## src/rtl/irig_b_pkg.sv

```systemverilog
// Shared definitions for the IRIG-B000 transmit path: symbol coding, frame layout and field limits.
package irig_b_pkg;

    // Two-bit symbol code stored per frame bit.
    typedef enum logic [1:0] {
        SymZero = 2'd0,
        SymOne  = 2'd1,
        SymMark = 2'd2
    } symbol_e;

    typedef enum logic {
        StIdle,
        StSend
    } tx_state_e;

    localparam int unsigned FRAME_BITS = 100;
    localparam int unsigned IDX_W      = 7;
    localparam int unsigned SYM_W      = 2;

    // Reference marker Pr at bit 0, then P1..P0 at the end of every 10-bit group.
    localparam int unsigned NUM_MARKERS = 11;
    localparam int unsigned MARKER_POS [NUM_MARKERS] = '{0, 9, 19, 29, 39, 49, 59, 69, 79, 89, 99};

    // LSB positions of the BCD and SBS fields within the frame.
    localparam int unsigned SEC_U_POS  = 1;
    localparam int unsigned SEC_T_POS  = 6;
    localparam int unsigned MIN_U_POS  = 10;
    localparam int unsigned MIN_T_POS  = 15;
    localparam int unsigned HOUR_U_POS = 20;
    localparam int unsigned HOUR_T_POS = 25;
    localparam int unsigned DAY_U_POS  = 30;
    localparam int unsigned DAY_T_POS  = 35;
    localparam int unsigned DAY_H_POS  = 40;
    localparam int unsigned YEAR_U_POS = 50;
    localparam int unsigned YEAR_T_POS = 55;
    localparam int unsigned SBS_LO_POS = 80;
    localparam int unsigned SBS_HI_POS = 90;

    // Accepted input ranges.
    localparam int unsigned SEC_MAX  = 59;
    localparam int unsigned MIN_MAX  = 59;
    localparam int unsigned HOUR_MAX = 23;
    localparam int unsigned DAY_MIN  = 1;
    localparam int unsigned DAY_MAX  = 366;
    localparam int unsigned YEAR_MAX = 99;

    function automatic logic is_marker(input int unsigned idx);
        logic hit;
        hit = 1'b0;
        for (int unsigned k = 0; k < NUM_MARKERS; k++) begin
            if (MARKER_POS[k] == idx) hit = 1'b1;
        end
        return hit;
    endfunction

endpackage

```

## src/rtl/irig_b_frame_build.sv

```systemverilog
// Range-checks a time load, holds the shadow time and turns it into a 100-symbol frame image.
module irig_b_frame_build
    import irig_b_pkg::*;
#(
    parameter bit SBS_EN = 1'b1
) (
    input  logic                              clk,
    input  logic                              rst,
    input  logic                              time_vld,
    input  logic [6:0]                        tx_second,
    input  logic [6:0]                        tx_minute,
    input  logic [5:0]                        tx_hour,
    input  logic [9:0]                        tx_day,
    input  logic [7:0]                        tx_year,
    output logic [FRAME_BITS-1:0][SYM_W-1:0]  shadow_sym,
    output logic                              shadow_valid,
    output logic                              time_err
);

    logic       fields_ok;
    logic       load_q;
    logic [6:0] shadow_second;
    logic [6:0] shadow_minute;
    logic [5:0] shadow_hour;
    logic [9:0] shadow_day;
    logic [7:0] shadow_year;

    logic [16:0]                       sbs;
    logic [FRAME_BITS-1:0]             data;
    logic [FRAME_BITS-1:0][SYM_W-1:0]  sym_d;

    assign fields_ok = (tx_second <= 7'(SEC_MAX)) && (tx_minute <= 7'(MIN_MAX)) &&
                       (tx_hour <= 6'(HOUR_MAX)) && (tx_day >= 10'(DAY_MIN)) &&
                       (tx_day <= 10'(DAY_MAX)) && (tx_year <= 8'(YEAR_MAX));

    // Stage 1: capture in-range time into the shadow fields, flag bad loads.
    always_ff @(posedge clk) begin
        if (!rst) begin
            load_q        <= 1'b0;
            time_err      <= 1'b0;
            shadow_second <= '0;
            shadow_minute <= '0;
            shadow_hour   <= '0;
            shadow_day    <= '0;
            shadow_year   <= '0;
        end else begin
            load_q   <= time_vld && fields_ok;
            time_err <= time_vld && !fields_ok;
            if (time_vld && fields_ok) begin
                shadow_second <= tx_second;
                shadow_minute <= tx_minute;
                shadow_hour   <= tx_hour;
                shadow_day    <= tx_day;
                shadow_year   <= tx_year;
            end
        end
    end

    // BCD split, seconds-of-day and symbol packing from the shadow fields.
    always_comb begin
        sbs  = 17'(shadow_hour) * 17'd3600 + 17'(shadow_minute) * 17'd60 + 17'(shadow_second);
        data = '0;
        data[SEC_U_POS  +: 4] = 4'(shadow_second % 7'd10);
        data[SEC_T_POS  +: 3] = 3'(shadow_second / 7'd10);
        data[MIN_U_POS  +: 4] = 4'(shadow_minute % 7'd10);
        data[MIN_T_POS  +: 3] = 3'(shadow_minute / 7'd10);
        data[HOUR_U_POS +: 4] = 4'(shadow_hour % 6'd10);
        data[HOUR_T_POS +: 2] = 2'(shadow_hour / 6'd10);
        data[DAY_U_POS  +: 4] = 4'(shadow_day % 10'd10);
        data[DAY_T_POS  +: 4] = 4'((shadow_day / 10'd10) % 10'd10);
        data[DAY_H_POS  +: 2] = 2'(shadow_day / 10'd100);
        data[YEAR_U_POS +: 4] = 4'(shadow_year % 8'd10);
        data[YEAR_T_POS +: 4] = 4'(shadow_year / 8'd10);
        if (SBS_EN) begin
            data[SBS_LO_POS +: 9] = sbs[8:0];
            data[SBS_HI_POS +: 8] = sbs[16:9];
        end
        for (int unsigned i = 0; i < FRAME_BITS; i++) begin
            sym_d[i] = is_marker(i) ? SymMark : (data[i] ? SymOne : SymZero);
        end
    end

    // Stage 2: publish the finished frame image; a pps in between still sees the old one.
    always_ff @(posedge clk) begin
        if (!rst) begin
            shadow_sym   <= '0;
            shadow_valid <= 1'b0;
        end else if (load_q) begin
            shadow_sym   <= sym_d;
            shadow_valid <= 1'b1;
        end
    end

endmodule

```

## src/rtl/irig_b_tx.sv

```systemverilog
// IRIG-B000 DC level-shift transmitter: one 100-bit frame per accepted pps pulse.
module irig_b_tx
    import irig_b_pkg::*;
#(
    parameter int unsigned CLK_FREQ_HZ = 125000000,
    parameter bit          SBS_EN      = 1'b1
) (
    input  logic       clk,
    input  logic       rst,
    input  logic       pps_in,
    input  logic       time_vld,
    input  logic [6:0] tx_second,
    input  logic [6:0] tx_minute,
    input  logic [5:0] tx_hour,
    input  logic [9:0] tx_day,
    input  logic [7:0] tx_year,
    output logic       IrigbOut,
    output logic       frame_active,
    output logic       frame_done,
    output logic       time_err,
    output logic       pps_resync
);

    localparam int unsigned BIT_CLKS  = CLK_FREQ_HZ / 100;
    localparam int unsigned ZERO_CLKS = CLK_FREQ_HZ / 500;
    localparam int unsigned ONE_CLKS  = CLK_FREQ_HZ / 200;
    localparam int unsigned MARK_CLKS = CLK_FREQ_HZ * 2 / 250;
    localparam int unsigned CNT_W     = $clog2(BIT_CLKS);

    logic [FRAME_BITS-1:0][SYM_W-1:0] shadow_sym;
    logic                             shadow_valid;

    tx_state_e                        state_q, state_d;
    logic [CNT_W-1:0]                 cell_q, cell_d;
    logic [IDX_W-1:0]                 bit_q, bit_d;
    logic [FRAME_BITS-1:0][SYM_W-1:0] frame_q, frame_d;
    logic                             done_q, done_d;
    logic                             resync_q, resync_d;
    logic [SYM_W-1:0]                 cur_sym;
    logic [CNT_W-1:0]                 high_clks;

    irig_b_frame_build #(
        .SBS_EN (SBS_EN)
    ) u_frame_build (
        .clk          (clk),
        .rst          (rst),
        .time_vld     (time_vld),
        .tx_second    (tx_second),
        .tx_minute    (tx_minute),
        .tx_hour      (tx_hour),
        .tx_day       (tx_day),
        .tx_year      (tx_year),
        .shadow_sym   (shadow_sym),
        .shadow_valid (shadow_valid),
        .time_err     (time_err)
    );

    // State, counters and frame register.
    always_ff @(posedge clk) begin
        if (!rst) begin
            state_q  <= StIdle;
            cell_q   <= '0;
            bit_q    <= '0;
            frame_q  <= '0;
            done_q   <= 1'b0;
            resync_q <= 1'b0;
        end else begin
            state_q  <= state_d;
            cell_q   <= cell_d;
            bit_q    <= bit_d;
            frame_q  <= frame_d;
            done_q   <= done_d;
            resync_q <= resync_d;
        end
    end

    // Next state: an accepted pps always (re)starts at bit 0, even mid-frame.
    always_comb begin
        state_d  = state_q;
        cell_d   = cell_q;
        bit_d    = bit_q;
        frame_d  = frame_q;
        done_d   = 1'b0;
        resync_d = 1'b0;
        if (pps_in && shadow_valid) begin
            state_d  = StSend;
            cell_d   = '0;
            bit_d    = '0;
            frame_d  = shadow_sym;
            resync_d = (state_q == StSend);
        end else if (state_q == StSend) begin
            if (cell_q == CNT_W'(BIT_CLKS - 1)) begin
                cell_d = '0;
                if (bit_q == IDX_W'(FRAME_BITS - 1)) begin
                    state_d = StIdle;
                    bit_d   = '0;
                    done_d  = 1'b1;
                end else begin
                    bit_d = bit_q + 1'b1;
                end
            end else begin
                cell_d = cell_q + 1'b1;
            end
        end
    end

    // High time of the symbol currently on the wire.
    always_comb begin
        cur_sym = frame_q[bit_q];
        case (cur_sym)
            SymMark: high_clks = CNT_W'(MARK_CLKS);
            SymOne:  high_clks = CNT_W'(ONE_CLKS);
            default: high_clks = CNT_W'(ZERO_CLKS);
        endcase
    end

    assign IrigbOut     = (state_q == StSend) && (cell_q < high_clks);
    assign frame_active = (state_q == StSend);
    assign frame_done   = done_q;
    assign pps_resync   = resync_q;

endmodule
```

## config.mk

```make
export PLATFORM = sky130hd
export DESIGN_NAME = irig_b_tx
export DESIGN_NICKNAME = d
export VERILOG_FILES = /design/src/rtl/irig_b_pkg.sv /design/src/rtl/irig_b_frame_build.sv /design/src/rtl/irig_b_tx.sv
export SDC_FILE = /design/constraint.sdc
export NUM_CORES = 1
export LEC_CHECK = 0
export CAP_MARGIN = 15
export CELL_PAD_IN_SITES_DETAIL_PLACEMENT = 1
export CELL_PAD_IN_SITES_GLOBAL_PLACEMENT = 2
export CORE_UTILIZATION = 40
export CTS_CLUSTER_DIAMETER = 120
export DETAILED_ROUTE_END_ITERATION = 10
export PLACE_DENSITY = 0.8
export SLEW_MARGIN = 20
export SYNTH_ARGS = -nofsm -noshare
export SYNTH_HDL_FRONTEND = slang
export SYNTH_HIERARCHICAL = 1
export SYNTH_SLANG_ARGS = --single-unit
```

## constraint.sdc

```tcl
create_clock -name clk -period 6.33 [get_ports clk]
set_input_delay 1.5825 -clock clk [delete_from_list [all_inputs] [get_ports clk]]
set_output_delay 1.5825 -clock clk [all_outputs]
set_load 0.005 [all_outputs]
```

======== Word level (Yosys, flattened, before mapping) ========
Cells that the tools add are included.
cells by class
  $add $sub $neg .......................... 4
  multiply operators ...................... 2
  div/mod/pow operators ................... 12
  order comparisons ....................... 8
  eq/ne operators ......................... 4
  shift operators ......................... 0
  multiplexer cells ....................... 65
  bitwise gates (word level) .............. 3
  reductions and logical operators ........ 14
operator list
  cell                     number
  $mux W1                  60
  $pmux W20 S2             1
  $add A21 B1 Y21 const B  1
  $eq A21 B21 Y1 const B   1
  $lt A21 B21 Y1           1
  $mux W21                 1
  $mod A10 B4 Y10 const B  2
  $add A17 B13 Y17         1
  $add A17 B7 Y17          1
  $bmux W2 S7              1
  $div A7 B4 Y7 const B    2
  $le A7 B6 Y1 const B     2
  $mod A7 B4 Y7 const B    2
  $mul A6 B8 Y13 const B   1
  $mul A7 B4 Y11 const B   1
  $div A10 B4 Y10 const B  1
  $div A10 B7 Y10 const B  1
  $ge A10 B1 Y1 const B    1
  $le A10 B9 Y1 const B    1
  $logic_and A1 B1 Y1      9
  $div A8 B4 Y8 const B    1
  $le A8 B7 Y1 const B     1
  $lt A7 B8 Y1 const B     1
  $mod A8 B4 Y8 const B    1
  14 further kinds         17
word-level totals
  bits in registers ....................... 293
  latch bits .............................. 0
  memory bits (writable) .................. 0
  memory bits (read-only) ................. 0
  input port bits ......................... 42
  output and inout bits ................... 5
  logic and storage cells ................. 236
  memories ................................ 0

======== Depth between registers and ports, before layout ========
Gate-level depths: netlist of run 1.
  depth in word-level cells ............... 8
  mapped depth ............................ 28
  mapped depth without buffers ............ 24

======== Cells and area by module ========
Netlist of run 1, hierarchy kept.
by module, submodules not included
  module              instances  cells an instance  area each (um^2)  seq. area each (um^2)
  irig_b_frame_build  1          1262               10108.4           1901.8
  irig_b_tx           1          790                9434.0            4624.4

======== Worst setup path before layout of run 1 ========
Ideal clock, no wire load.
  path type ............................... register to register
  from .................................... register u_frame_build.shadow_day[7]
  to ...................................... register u_frame_build/shadow_sym[76] in the netlist's numbering
  library setup time ...................... 0.121 ns
  arrival time ............................ 5.004 ns
  data required time ...................... 6.209 ns
  setup slack ............................. 1.204 ns
  cell stages (with the launch flop) ...... 25
  buffers on the path ..................... 4
  period minus slack after synthesis ...... 5.126 ns
  cells stage by stage .................... dfxtp_1 > buf_6 > buf_4 > buf_2 > buf_1 > nor2_1 > a22oi_1 > ha_1 > o211ai_1 > or2_4 > a2111oi_4 > o211a_4 > o21ai_0 > nand2_1 > ha_1 > nand2_1 > a21oi_1 > inv_1 > o311ai_0 > a2bb2oi_1 > nand4_2 > or4b_4 > a21oi_4 > a311o_1 > a21oi_2
between the ends
  longest elaborated chain between the ends .. 3
ends and longest elaborated chain
  item                    RTL line                  text
  from (decl)             irig_b_frame_build.sv:25  logic [9:0] shadow_day;
  from (signal assigned)  irig_b_frame_build.sv:53  shadow_day <= tx_day;
  $div A10 B4 Y10         irig_b_frame_build.sv:70  data[DAY_T_POS +: 4] = 4'((shadow_day / 10'd10) % 10'd10);
  $mod A10 B4 Y10         irig_b_frame_build.sv:70
  $mux W1                 irig_b_frame_build.sv:79  sym_d[i] = is_marker(i) ? SymMark : (data[i] ? SymOne : SymZero);
  to (signal assigned)    irig_b_frame_build.sv:89  shadow_sym <= sym_d;
  to (decl)               irig_b_frame_build.sv:15  output logic [FRAME_BITS-1:0][SYM_W-1:0] shadow_sym,
No other way between the ends.
A chain may end at the register's enable or synchronous reset.

======== Worst setup path in the final report of run 1 ========
  from .................................... register u_frame_build.shadow_day[4]
  to ...................................... register u_frame_build/shadow_sym[76] in the netlist's numbering
The elaborated chain is that of the path after synthesis.

==> summary.log, run 1 <==
qor: synthesis.netlist_instances 2052
qor: worst_setup_path.arrival 6.37 ns
qor: clocking.cts_htree_levels 2
qor: detailed_routing.drtPass1Iterations 5
qor: detailed_routing.wl_per_cell 18.8 um
qor: placement.routabilityCongestion 0.821
qor: grt.first_global_vias 15300
qor: placement.post-dp-hpwl 35300 um
qor: worst_setup_path.critical_path.startpoint_type flip-flop
qor: power_and_ir_drop.power.ir.vdd_worst 0.155 mV
qor: power_and_ir_drop.power-per-cell-area 206 nW/um^2
qor: layout.fill_cells 5398
qor: synthesis.yosys-top-cells-count sky130_fd_sc_hd__dfxtp_1 (326), sky130_fd_sc_hd__a22o_1 (200), sky130_fd_sc_hd__nor2_1 (178)
qor: worst_setup_path.crit_fanout 21
qor: clocking.cts.sink_count 326
qor: placement.count_of_port_buffers_added_during_placement 46
qor: sta.fmaxAchievable 0.170 GHz
qor: synthesis.sequential_cell_area_fraction_in_the_yosys_report 33.4%
qor: floorplanning.fp.dieH 223 um
qor: synthesis.yosys.cell_count.top_type sky130_fd_sc_hd__dfxtp_1
qor: worst_setup_path.worst_r2r_startpoint u_frame_build/shadow_day[4]
qor: worst_setup_path.critical_path.reg2reg.endpoint u_frame_build/shadow_sym[76]
qor: layout.n_antenna_cell 0
qor: clocking.worst_skew_pair.late_latency 0.56 ns
qor: flow_run.max-cap-violations 0
qor: clocking.clock_path_buffers 3
qor: floorplanning.floorplan.die.width 223 um
qor: detailed_routing.vias 15000
qor: synthesis.synth.top_cells.by_area sky130_fd_sc_hd__dfxtp_1 (33%), sky130_fd_sc_hd__a22o_1 (9.0%), sky130_fd_sc_hd__ha_1 (6.1%)
qor: synthesis.fraction_of_the_mapped_netlist_area_in_simple_logic_gates 12.3%
qor: worst_setup_path.rr_worst_depth 20
qor: sta.slew_viol_final 0
qor: worst_setup_path.cp.required 6.81 ns
qor: grt.grt_max_degree 104
qor: synthesis.synth_top_cell_area_share 33.4%
qor: sta.rsz0062_at_grt false
qor: detailed_routing.drt_iter0_drc 683
qor: synthesis.synthArstFlopShare 0%
qor: power_and_ir_drop.post-layout-total-power 4.41 mW
qor: layout.areaGrowthSynthToFinish 9.39%
qor: placement.dp_cells 2605
qor: layout.fin_util 44.6%
qor: detailed_routing.vias_per_cell 5.56
qor: placement.pre_cts_ws 0.273 ns
qor: floorplanning.die_area 49700 um^2
qor: grt.groute.usage.overall 20.3%
qor: sta.post-route-worst-setup-slack 0.445 ns
qor: sta.final.setup_skew 0.0231 ns
qor: floorplanning.row_count 80
qor: synthesis.synth_enable_flop_cells 0
qor: synthesis.yosys.cell_types.count 109
qor: grt.grt.overflow.total 0
qor: worst_setup_path.setup_slack_of_the_most_critical_reg_to_reg_path 0.45 ns
qor: worst_hold_path.min_from u_frame_build/shadow_sym[82]
qor: power_and_ir_drop.power.static_leakage 8.68 nW
qor: layout.finalNonFillerCells 2690
qor: clocking.cts.reportedPaths.clkPinSlew 0.06 ns
qor: grt.antenna_found_initial 0
qor: worst_setup_path.crit_chain clkinv_1 -> a21oi_1 -> a221o_1 -> a211oi_1 -> o2111a_2 -> a2111oi_4 -> o21ai_2 -> ha_1 -> a21o_1 -> nand3_1 -> nand2_1 -> mux2_2 -> o211ai_1 -> a2bb2oi_1 -> nand4_2 -> xnor2_1 -> ha_1 -> and3_1 -> a311o_1 -> a21oi_2
qor: sta.tightestPinTransition 1.03 ns
qor: layout.finish.net_count 2204
qor: worst_setup_path.critPathSlowestCell sky130_fd_sc_hd__dfxtp_1
qor: synthesis.synth.cell_area 19500 um^2
qor: worst_hold_path.timing.hold.worst_endpoint frame_q[82]
qor: detailed_routing.number_of_nets_still_failing_antenna_checks_after_routing 0
qor: sta.setup_tns 0 ns
qor: clocking.cts_buffers 38
qor: synthesis.muxShareOfSynthArea 10.4%
qor: sta.fin_crit_sh 93.0%
qor: floorplanning.fp.coreArea 47900 um^2
qor: synthesis.yosys_top_cell_by_area sky130_fd_sc_hd__dfxtp_1
qor: detailed_routing.post-route-drc-count 0
qor: worst_setup_path.worst_setup_path_end_kind flip-flop
qor: clocking.cts_root_buffer sky130_fd_sc_hd__clkbuf_16
qor: layout.drive_above_1_share 10.4%
qor: floorplanning.initial_cell_density_of_the_core 40.8%
qor: sta.hold_viol 0
qor: synthesis.postSynth.topFlopCell sky130_fd_sc_hd__dfxtp_1
qor: synthesis.post_synth_fa_ha_maj_area_fraction 8.34%
qor: worst_setup_path.worstSetupPathType flip-flop to flip-flop
qor: synthesis.main_combinational_cell_family_by_area_after_synthesis compound AO/OA/AOI/OAI gates
qor: synthesis.yosys_warnings 6
qor: worst_setup_path.path_common_cell sky130_fd_sc_hd__ha_1
qor: detailed_routing.postRouteWirelength 50600 um
qor: synthesis.postSynthRegisterBits 326
qor: clocking.cts.hold.buffers_added 0
qor: worst_hold_path.min_delay_path_depth 1
qor: status.outcome completed
qor: sta.slew_headroom 31.0%
qor: sta.finalWorstPathRequiredPeriod 5.88 ns
qor: worst_hold_path.hold_class flip-flop to flip-flop
qor: floorplanning.ios 47
qor: clocking.tritoncts_clock_tree yes
qor: synthesis.postSynthAreaPerCell 9.52 um^2
qor: sta.timing.final.setup_violations 0
qor: worst_setup_path.max_stage_delay 0.78 ns
qor: synthesis.post_synth_xor_area_fraction 3.36%
qor: grt.wire_length_of_the_first_global_routing_pass 82600 um
qor: synthesis.synth_compound_gate_area_share 21.7%
==> power by group <==
group / switching [mW] / internal (mW) / total (mW)
clock network: 0.899 / 1.34 / 2.23
logic: 0.0767 / 0.0417 / 0.118
registers: 0.00359 / 2.05 / 2.06
==> worst max-delay path: cells and delay by family (launching register included) <==
family,cells,cell delay (ns)
AO/OA/AOI/OAI,11,2.86
XOR/XNOR,1,0.23
adder cells (fa/ha/maj),2,0.51
buffers and inverters,1,0.51
flip-flops,1,0.78
multiplexers,1,0.28
AND/OR/NAND/NOR,4,0.62
==> final cells by class <==
type                    count  area, um^2  area share (%)
inverters                  77         289            1.35
well taps                 615         769            3.60
clock buffers              56        1140            5.33
multi-input cells        1499       11500            53.9
repair buffers            105         985            4.61
flip-flops and latches    326        6540            30.6
clock inverters            12         144           0.673
==> layout by cell type, fill, tap and decap left out, drive strengths merged, types with 11 or more instances in the layout <==
master / netlist / layout
xor2: 24 / 24
o21ai: 63 / 63
nand3: 41 / 41
nor2b: 17 / 17
a22o: 200 / 200
nand2b: 20 / 20
o21bai: 15 / 15
nand4: 12 / 12
a22oi: 18 / 18
ha: 95 / 95
xnor2: 51 / 51
mux4: 46 / 46
and3: 21 / 21
clkbuf: 93 / 58
conb: 1 / 134
nor2: 178 / 178
inv: 75 / 76
buf: 190 / 57
mux2i: 84 / 84
a211oi: 25 / 25
a21oi: 90 / 90
nand3b: 11 / 11
nor3: 30 / 30
dfxtp: 326 / 326
a31oi: 14 / 14
nand2: 84 / 84
a21o: 14 / 14
o22ai: 12 / 12
clkdlybuf4s50: 0 / 45
fa: 20 / 20
==> repair_timing <==
action | CTS | global route
resized for setup | 7 | 8
gates cloned | 0 | 1
hold endpoints to repair | 0 | 0
setup buffers | 3 | 13
setup endpoints to repair | 1 | 1
==> sequential cells by signal (all words and copies together), names as in the netlist <==
| signal | flops |
|---|---|
| u_frame_build/time_err | 1 |
| pps_resync | 1 |
| u_frame_build/shadow_day | 10 |
| bit_q | 7 |
| u_frame_build/shadow_sym | 55 |
| u_frame_build/shadow_hour | 6 |
| u_frame_build/shadow_year | 8 |
| frame_active | 1 |
| u_frame_build/load_q | 1 |
| u_frame_build/shadow_minute | 7 |
| cell_q | 21 |
| frame_q | 200 |
| frame_done | 1 |
| u_frame_build/shadow_second | 7 |
==> worst max path at each step <==
stage	cells after the start	slack, ns	to	from
after CTS	16	0.007	IrigbOut	bit_q[0]
after floorplan	24	1.20	u_frame_build/shadow_sym[76]	u_frame_build/shadow_day[7]
after detailed placement	16	0.27	IrigbOut	bit_q[3]
after global placement	16	0.42	IrigbOut	bit_q[3]
after global routing	21	0.04	u_frame_build/shadow_sym[72]	u_frame_build/shadow_day[5]
final	20	0.45	u_frame_build/shadow_sym[76]	u_frame_build/shadow_day[4]
==> cells by family (layout without fill, tap and decap cells) <==
logic type | after synthesis | in the layout
compound gates | 555 | 555
xor+xnor | 75 | 75
fa+ha+maj | 119 | 119
buf+inv | 360 | 250
flops | 326 | 326
mux | 140 | 140
other cells | 1 | 134
simple gates | 476 | 476
==> layer usage <==
layer	routed length [um]	vias up	track usage [%]
li1	-	7280	-
met1	24800	7439	28.2
met2	23600	197	33.4
met3	1380	46	2.28
met4	791	0	5.36
met5	0	-	0
==> stage by stage <==
step                hold slack, ns  cell area, um^2
global placement             0.451            19900
CTS                          0.466            21200
finish                       0.470            21400
floorplan                    0.437            20000
global route                 0.485            21400
detailed placement           0.457            19900
No activity file was read; power rests on OpenSTA's default activity.
==> inputs of run 2 (changes only) <==
--- a/config.mk
+++ b/config.mk
@@ -12,7 +12,7 @@
 export CTS_CLUSTER_DIAMETER = 120
 export DETAILED_ROUTE_END_ITERATION = 10
 export PLACE_DENSITY = 0.8
-export SLEW_MARGIN = 20
+export SLEW_MARGIN = 30
 export SYNTH_ARGS = -nofsm -noshare
 export SYNTH_HDL_FRONTEND = slang
 export SYNTH_HIERARCHICAL = 1
==> run 2 against run 1 <==
Net effect:
- combinational power about the same
- final area about the same
- critical path depth did not move
- maximum frequency fell by 0.23%
- sequential cell count unchanged
- core utilization hardly changed
- largest cell class unchanged
- largest power group unchanged
- highest routed layer unchanged
==> summary.log, run 2 (synthesized netlist as in run 1, its figures left out) <==
qor: status.outcome completed
qor: placement.dp_cells 2605
qor: power_and_ir_drop.power.ir.vdd_worst 0.155 mV
qor: sta.hold_viol 0
qor: detailed_routing.drt_iter0_drc 684
qor: detailed_routing.post-route-drc-count 0
qor: clocking.cts_root_buffer sky130_fd_sc_hd__clkbuf_16
qor: floorplanning.row_count 80
qor: layout.n_antenna_cell 0
qor: grt.groute.usage.overall 20.3%
qor: layout.final_cell_area 21400 um^2
qor: floorplanning.fp.coreArea 47900 um^2
qor: floorplanning.ios 47
qor: floorplanning.die_area 49700 um^2
qor: layout.final_common_cell sky130_fd_sc_hd__dfxtp_1
qor: detailed_routing.wl_per_cell 18.8 um
qor: sta.fmaxAchievable 0.170 GHz
qor: detailed_routing.postRouteWirelength 50600 um
qor: grt.wire_length_of_the_first_global_routing_pass 82600 um
qor: sta.timing.final.setup_violations 0
qor: grt.first_global_vias 15300
qor: placement.routabilityCongestion 0.821
qor: detailed_routing.number_of_nets_still_failing_antenna_checks_after_routing 0
qor: flow_run.max-cap-violations 0
qor: worst_setup_path.worstSetupPathType flip-flop to flip-flop
qor: detailed_routing.vias_per_cell 5.56
qor: clocking.cts_buffers 38
qor: floorplanning.fp.dieH 223 um
qor: sta.tightestPinTransition 0.945 ns
qor: sta.post-route-worst-setup-slack 0.432 ns
qor: layout.drive_above_1_share 10.4%
qor: detailed_routing.met2_length 23700 um
qor: grt.antenna_found_initial 0
qor: layout.finish.net_count 2204
qor: sta.setup_tns 0 ns
qor: placement.post-dp-hpwl 35300 um
qor: worst_setup_path.arrival 6.38 ns
qor: floorplanning.floorplan.die.width 223 um
qor: layout.fill_cells 5397
qor: detailed_routing.met1_length 24800 um
qor: worst_setup_path.cp.required 6.81 ns
qor: sta.rsz0062_at_grt false
qor: layout.mostFrequentLayoutCells sky130_fd_sc_hd__dfxtp_1 (322), sky130_fd_sc_hd__a22o_1 (200), sky130_fd_sc_hd__nor2_1 (177), sky130_fd_sc_hd__conb_1 (134), sky130_fd_sc_hd__ha_1 (94)
qor: sta.finalWorstPathRequiredPeriod 5.90 ns
qor: placement.count_of_port_buffers_added_during_placement 46
qor: clocking.clock_path_buffers 3
qor: power_and_ir_drop.power.static_leakage 8.68 nW
qor: layout.largestRegisters frame_q: 200 flops, u_frame_build/shadow_sym: 55 flops, cell_q: 21 flops
qor: sta.fin_crit_sh 93.2%
qor: sta.slew_headroom 37.0%
qor: layout.areaGrowthSynthToFinish 9.41%
qor: sta.slew_viol_final 0
qor: detailed_routing.drtPass1Iterations 5
qor: clocking.cts.sink_count 326
qor: layout.register_name_with_the_most_flops frame_q
qor: worst_setup_path.critical_path.startpoint_type flip-flop
qor: grt.grt.overflow.total 0
qor: sta.final.setup_skew 0.0213 ns
qor: floorplanning.initial_cell_density_of_the_core 40.8%
qor: worst_setup_path.crit_fanout 21
qor: placement.pre_cts_ws 0.273 ns
qor: worst_setup_path.worst_setup_path_end_kind flip-flop
qor: layout.largest_reg_flops 200
qor: worst_hold_path.hold_class flip-flop to flip-flop
qor: clocking.worst_skew_pair.late_latency 0.56 ns
qor: clocking.cts.hold.buffers_added 0
qor: grt.grt_max_degree 104
qor: clocking.cts_htree_levels 2
qor: detailed_routing.met3RoutedLength 1380 um
qor: detailed_routing.vias 15000
qor: detailed_routing.top_signal_layer_used met4
qor: clocking.cts.reportedPaths.clkPinSlew 0.06 ns
qor: power_and_ir_drop.power-per-cell-area 206 nW/um^2
qor: clocking.tritoncts_clock_tree yes
qor: layout.finalNonFillerCells 2690
qor: placement.place_area 19900 um^2
qor: power_and_ir_drop.post-layout-total-power 4.41 mW
## run 2: cell counts in the layout (fill, tap and decap cells not counted)
No cell type changed its count.
## run 2: report_power, final
group | internal (mW) | switching, mW | leakage, nW
clock | 1.34 | 0.899 | 0.623
sequential | 2.05 | 0.00359 | 2.63
combinational | 0.0417 | 0.0768 | 5.43
## run 2: final timing paths
| path | startpoint | end | slack, ns | cells after the start |
|---|---|---|---|---|
| hold / removal | u_frame_build/shadow_sym[82] | frame_q[82] | 0.47 | 1 |
| setup reg to reg | u_frame_build/shadow_day[4] | u_frame_build/shadow_sym[76] | 0.43 | 20 |
| hold reg to reg | u_frame_build/shadow_sym[82] | frame_q[82] | 0.47 | 1 |
| setup / recovery | u_frame_build/shadow_day[4] | u_frame_build/shadow_sym[76] | 0.43 | 20 |
## run 2: layout make-up
| class | count | area (um^2) | share of cell area (%) |
|---|---|---|---|
| inverters | 77 | 289 | 1.35 |
| clock inverters | 12 | 144 | 0.673 |
| well taps | 615 | 769 | 3.60 |
| clock buffers | 56 | 1140 | 5.33 |
| repair buffers | 105 | 988 | 4.62 |
| flip-flops and latches | 326 | 6540 | 30.6 |
| multi-input cells | 1499 | 11500 | 53.8 |
## run 2: stage by stage
step,util (%),hold WS [ns]
2_1_floorplan,-,0.437
3_3_place_gp,41.5,0.451
3_5_place_dp,41.5,0.457
4_1_cts,44.2,0.466
5_1_grt,44.6,0.485
6_report,44.6,0.470
## run 2: metal layers
| layer | vias up | global-route usage [%] |
|---|---|---|
| li1 | 7279 | - |
| met1 | 7447 | 28.2 |
| met2 | 195 | 33.4 |
| met3 | 46 | 2.28 |
| met4 | 0 | 5.36 |
| met5 | - | 0 |
## run 2: critical path, cell delays in order, from the launching register on
cell and delay, ns:
sky130_fd_sc_hd__dfxtp_1 0.79, sky130_fd_sc_hd__clkinv_1 0.52, sky130_fd_sc_hd__a21oi_1 0.38, sky130_fd_sc_hd__a221o_1 0.25, sky130_fd_sc_hd__a211oi_1 0.11, sky130_fd_sc_hd__o2111a_2 0.35, sky130_fd_sc_hd__a2111oi_4 0.51, sky130_fd_sc_hd__o21ai_2 0.21
sky130_fd_sc_hd__ha_1 0.27, sky130_fd_sc_hd__a21o_1 0.22, sky130_fd_sc_hd__nand3_1 0.11, sky130_fd_sc_hd__nand2_1 0.08, sky130_fd_sc_hd__mux2_2 0.28, sky130_fd_sc_hd__o211ai_1 0.17, sky130_fd_sc_hd__a2bb2oi_1 0.24, sky130_fd_sc_hd__nand4_2 0.26
sky130_fd_sc_hd__xnor2_1 0.23, sky130_fd_sc_hd__ha_1 0.24, sky130_fd_sc_hd__and3_1 0.17, sky130_fd_sc_hd__a311o_1 0.32, sky130_fd_sc_hd__a21oi_2 0.10
## run 2: timing repair
item | 4_1_cts | 5_1_grt
setup endpoints to repair | 1 | 1
resized for setup | 7 | 8
gates cloned | 0 | 1
buffers inserted | 3 | 13
